--- config.mk ---
export PLATFORM = sky130hd
export DESIGN_NAME = latch_sr_driver
export DESIGN_NICKNAME = d
export VERILOG_FILES = /design/src/rtl/latch_sr_driver_pkg.sv /design/src/rtl/latch_sr_driver_btn_conditioner.sv /design/src/rtl/latch_sr_driver.sv
export SDC_FILE = /design/constraint.sdc
export NUM_CORES = 1
export LEC_CHECK = 0
export BUFFER_PORTS_ARGS = -buffer_cell sky130_fd_sc_hd__clkbuf_2
export CAP_MARGIN = 40
export CORE_MARGIN = 4
export CORE_UTILIZATION = 37
export DETAILED_ROUTE_END_ITERATION = 8
export GPL_ROUTABILITY_DRIVEN = 0
export GPL_TIMING_DRIVEN = 1
export SYNTH_ARGS = -nofsm -noshare
export SYNTH_HDL_FRONTEND = slang
export SYNTH_SLANG_ARGS = --single-unit
export TNS_END_PERCENT = 100
--- constraint.sdc ---
create_clock -name clk -period 2.15 [get_ports clk]
set_input_delay 0.43 -clock clk [delete_from_list [all_inputs] [get_ports clk]]
set_output_delay 0.43 -clock clk [all_outputs]
set_load 0.01 [all_outputs]
--- src/rtl/latch_sr_driver_pkg.sv ---
// Shared constants for the latch_sr front-end: FSM encodings and default timing.
package latch_sr_driver_pkg;

  localparam logic [1:0] ST_INIT = 2'd0;
  localparam logic [1:0] ST_IDLE = 2'd1;
  localparam logic [1:0] ST_RUN  = 2'd2;
  localparam logic [1:0] ST_HOLD = 2'd3;

  localparam int unsigned DEB_CYCLES_DEF = 4;
  localparam int unsigned CNT_W_DEF      = 8;

endpackage

--- src/rtl/latch_sr_driver_btn_conditioner.sv ---
// Pushbutton conditioner: 2-FF synchronizer, debounce counter, press pulse on accepted 1->0.
module latch_sr_driver_btn_conditioner
  import latch_sr_driver_pkg::*;
#(
  parameter int unsigned DEB_CYCLES = DEB_CYCLES_DEF,
  parameter int unsigned CNT_W      = CNT_W_DEF
) (
  input  logic clk,
  input  logic rst_n,
  input  logic btn_n,
  output logic press
);

  localparam logic [CNT_W-1:0] CNT_LAST = CNT_W'(DEB_CYCLES - 1);

  logic             sync1;
  logic             sync2;
  logic             level;
  logic [CNT_W-1:0] cnt;

  // Two-stage synchronizer; idle (released) level is 1.
  always_ff @(posedge clk or negedge rst_n) begin
    if (!rst_n) begin
      sync1 <= 1'b1;
      sync2 <= 1'b1;
    end else begin
      sync1 <= btn_n;
      sync2 <= sync1;
    end
  end

  // Accept a new level after DEB_CYCLES consecutive differing samples; pulse on press.
  always_ff @(posedge clk or negedge rst_n) begin
    if (!rst_n) begin
      level <= 1'b1;
      cnt   <= '0;
      press <= 1'b0;
    end else begin
      press <= 1'b0;
      if (sync2 != level) begin
        if (cnt == CNT_LAST) begin
          level <= sync2;
          cnt   <= '0;
          press <= ~sync2;
        end else begin
          cnt <= cnt + CNT_W'(1);
        end
      end else begin
        cnt <= '0;
      end
    end
  end

endmodule

--- src/rtl/latch_sr_driver.sv ---
// Front-end for latch_sr: conditions start/stop/door, runs the S/R pulse FSM.
// latch_sr has no reset of its own, so the INIT state forces one R pulse after every reset.
module latch_sr_driver
  import latch_sr_driver_pkg::*;
#(
  parameter int unsigned DEB_CYCLES = DEB_CYCLES_DEF,
  parameter int unsigned CNT_W      = CNT_W_DEF
) (
  input  logic clk,
  input  logic rst_n,
  input  logic startn,
  input  logic stopn,
  input  logic door_closed,
  input  logic timer_done,
  output logic S,
  output logic R,
  output logic mag_on
);

  logic       start_press;
  logic       stop_press;
  logic       door_s1;
  logic       door_s2;
  logic [1:0] state;
  logic [1:0] state_nxt;
  logic       s_nxt;
  logic       r_nxt;

  latch_sr_driver_btn_conditioner #(
    .DEB_CYCLES (DEB_CYCLES),
    .CNT_W      (CNT_W)
  ) u_start (
    .clk   (clk),
    .rst_n (rst_n),
    .btn_n (startn),
    .press (start_press)
  );

  latch_sr_driver_btn_conditioner #(
    .DEB_CYCLES (DEB_CYCLES),
    .CNT_W      (CNT_W)
  ) u_stop (
    .clk   (clk),
    .rst_n (rst_n),
    .btn_n (stopn),
    .press (stop_press)
  );

  // Door switch synchronizer; resets to "open" so nothing can start before it settles.
  always_ff @(posedge clk or negedge rst_n) begin
    if (!rst_n) begin
      door_s1 <= 1'b0;
      door_s2 <= 1'b0;
    end else begin
      door_s1 <= door_closed;
      door_s2 <= door_s1;
    end
  end

  // State register.
  always_ff @(posedge clk or negedge rst_n) begin
    if (!rst_n) state <= ST_INIT;
    else        state <= state_nxt;
  end

  // Next state and pulse requests; stop/timer outrank start and door-open.
  always_comb begin
    state_nxt = state;
    s_nxt     = 1'b0;
    r_nxt     = 1'b0;
    case (state)
      ST_INIT: begin
        state_nxt = ST_IDLE;
        r_nxt     = 1'b1;
      end
      ST_IDLE: begin
        if (start_press && !stop_press && door_s2 && !timer_done) begin
          state_nxt = ST_RUN;
          s_nxt     = 1'b1;
        end
      end
      ST_RUN: begin
        if (stop_press || timer_done) begin
          state_nxt = ST_IDLE;
          r_nxt     = 1'b1;
        end else if (!door_s2) begin
          state_nxt = ST_HOLD;
          r_nxt     = 1'b1;
        end
      end
      ST_HOLD: begin
        if (stop_press || timer_done) begin
          state_nxt = ST_IDLE;
        end else if (start_press && door_s2) begin
          state_nxt = ST_RUN;
          s_nxt     = 1'b1;
        end
      end
      default: begin
        state_nxt = ST_INIT;
      end
    endcase
  end

  // Registered outputs, updated on the transition edge.
  always_ff @(posedge clk or negedge rst_n) begin
    if (!rst_n) begin
      S      <= 1'b0;
      R      <= 1'b0;
      mag_on <= 1'b0;
    end else begin
      S      <= s_nxt;
      R      <= r_nxt;
      mag_on <= (state_nxt == ST_RUN);
    end
  end

endmodule

==> metrics.md <==
| Metric | Value |
|---|---|
| Antenna-violating nets left | 0 |
| Sequential area share after synthesis | 62.5% |
| Setup TNS | 0 ps |
| Area Overhead vs Synth | 12.4% |
| Total CTS buffers | 5 |
| Clk buf depth | 2 |
| RSZ-0062 raised after global routing | no |
| CTS-repair resized insts | 0 |
| Adder-cell area share of the yosys netlist | 2.00% |
| Power density over cell area | around 940 nW/um2 |
| Dominant synthesized flop cell | dfrtp_1 |
| Die Width | 66.2 um |
| Fraction of registers with async set/reset | 100% |
| Yosys warns | 0 |
| All-Layer GR Usage | a little over a tenth |
| Distinct cells, synth | 25 |
| Logic pwr share | a little under a fifth |
| Run status | finished clean |
| CP bufs+invs | 0 |
| Simple-gate portion of the synthesized area | about a fifth |
| Design area | between 1000 and 1500 um2 |
| Switching share of power | between 20 and 30% |
| Placed cell area | 1350 um2 |
| Initial Utilization | between 30% and 40% |
| Synth Area in Compound Gates | under 10% |
| Max IR drop VDD | 0.000275 V |
| Crit-path cells | ha_1, nor4b_2, nand2_1, mux2_1 |
| Psw | approximately 380 uW |
| Measured slew at the worst slew-check pin | approximately 730 ps |
| FF+latch area | 783 um2 |
| Worst-path maximum fanout | 5 |
| CP endpoint kind | register |
| Post-CTS setup buffers | 0 |
| Clock sinks | 31 |
| Worst path slowest cell | dfrtp_1 |
| Placed Cells | ~160 |
| XOR/XNOR share of the synthesized area | 5.59% |
| Die height | between 60 and 70 um |
| Core ar. | 3150 um2 |
| Clk Latency, worst-skew pair | 320 ps |
| Clock skew | 8.56 ps |
| Worst Hold Class | in -> async |
| Drt first pass iters | 4 |
| Non-filler cells, final | roughly 170 |
| First-pass GRT wire length | between 3000 and 4000 um |
| Slew Viols, Final | 0 |
| H-Tree Level Count | 2 |
| Top flop regs | u_start.cnt x8, u_stop.cnt x8, state x2 |
| CP arrival | 1690 ps |
| Max Fclk | a little under 0.7 GHz |
| Row count | 20 |
| Finish-stage setup viols | 0 |
| Critical Path Start Type | register |
| Register share of total power | 56.1% |
| Port bufs | 8 |
| Synthesized cell area | between 1000 and 1500 um2 |
| TritonCTS clock tree | built |
| Vias | 793 |
| Leakage | between 0.0006 and 0.0007 uW |
| Setup CP Type | reg -> reg |
| Synth Instances | 105 |
| Fill cell count | around 300 |
| Post-CTS Hold Buffers | 0 |
| Post-synthesis mux area share | between 2 and 2.5% |
| Synth Register Bits | 31 |
| WP data required | roughly 2400 ps |
| Initial antenna violation count | 0 |
| Cell internal pwr | about 940 uW |
| GRT overflow | 0 |
| Vias in the first global route | ~800 |
| Max transition margin | between 50% and 60% |
| Tcrit/Tclk final | roughly 67% |
| Wire length per cell | ~12 um |
| Drt drc | 0 |
| Largest family of logic cells by synthesized area | simple AND/OR/NAND/NOR gates |
| Area of the multi-input gates | ~460 um2 |
| Nets@finish | 128 |
| Detailed-placement wirelength estimate | around 1400 um |
| I/O Pins | 9 |
| Routed WL | 1920 um |
| Synthesized area per cell | approximately 12 um2 |
| Max stage delay on crit path | 420 ps |
| Clock power frac | roughly a quarter |
| Layout cell share with drive strength beyond 1 | 23.1% |
| Root Buffer | clkbuf_4 |
| Post-Syn Nets | between 100 and 150 |
| Number of flops mapped to enable cells by yosys | 0 |
| Die footprint | between 4000 and 5000 um2 |
| Fin crit period | roughly 1400 ps |
| Antenna cells | 0 |
| Final Hold Vio Count | 0 |
| CP top delay family | flip-flops |
| Number of DRC markers in iteration 0 | 25 |
| Max-cap check violation count | 0 |
| Clock-pin slew on the worst setup and hold paths | approximately 90 ps |
| Pin count of the biggest net entering global routing | 32 |
| Vias/cell | between 4 and 5 |
final cells by class:
cell class,count,area share [%]
inverter,3,0.799
sequential,31,55.6
clock inverter,1,0.355
clock buffer,7,3.91
multi-input combinational,71,32.6
tap,44,3.91
timing repair buffer,8,2.84
cells in the mapped netlist (4+ instances only):
cell     count  area [um2]
a21oi_1      6        30.0
dfrtp_1     25         626
dfstp_2      6         158
nand2_1      7        26.3
nand3_1      6        30.0
nor2_1       8        30.0
o21ai_0      7        35.0
or3_1        6        37.5
xnor2_1      4        35.0
xor2_1       4        35.0
through the flow:
step	utilization, %	hold slack [ps]	power, uW	setup WS, ps
2_1_floorplan	-	134	928	839
3_3_place_gp	42.8	334	989	786
3_5_place_dp	42.8	345	1000	706
4_1_cts	44.7	162	1350	704
5_1_grt	44.7	154	1420	646
6_report	44.7	152	1330	712
kinds of logic (layout without fill, tap and decap cells):
family                   count (synthesis)  count (layout)
multiplexers                             2               2
AND/OR/NAND/NOR                         42              42
buffers and inverters                    3              19
adder cells (fa/ha/maj)                  2               2
flip-flops                              31              31
AO/OA/AOI/OAI                           17              17
XOR/XNOR                                 8               8
worst register-to-register path, cell delays in order, from the launching register on:
cell	delay (ps)
dfrtp_1	420
ha_1	240
nor4b_2	270
nand2_1	120
mux2_1	330
placed cells by master (no fill, tap or decap), types with 5 or more instances in the layout:
| cell | n |
|---|---|
| nor2_1 | 8 |
| clkbuf_4 | 5 |
| a21oi_1 | 6 |
| nand2_1 | 7 |
| clkbuf_2 | 8 |
| or3_1 | 6 |
| o21ai_0 | 7 |
| dfrtp_1 | 25 |
| dfstp_2 | 6 |
| nand3_1 | 6 |
routing by layer:
metal	GRT usage, %	share of wire (%)	up-vias
met5	0	0	-
met3	3.06	4.2	5
li1	-	-	394
met1	12.7	46	379
met2	16.9	47	15
met4	7.61	2.9	0
worst paths after layout:
check	from	end	slack [ps]	depth (start not counted)
max in group asynchronous	rst_n	u_start.cnt[2]	1530	1
min	rst_n	u_start.cnt[4]	150	1
min in group clk	startn	u_start.sync1	180	1
min reg2reg	u_stop.sync1	u_stop.sync2	350	0
max	u_stop.cnt[0]	u_stop.level	710	4
max reg2reg	u_stop.cnt[0]	u_stop.level	710	4
power by group through the flow:
stage | Clock (uW) | Sequential [uW] | Combinational [uW]
2_1_floorplan | 0 | 738 | 191
3_3_place_gp | 0 | 747 | 242
3_5_place_dp | 0 | 752 | 249
4_1_cts | 359 | 743 | 250
5_1_grt | 390 | 753 | 277
6_report | 339 | 744 | 244
No activity file was read; power rests on OpenSTA's default activity.
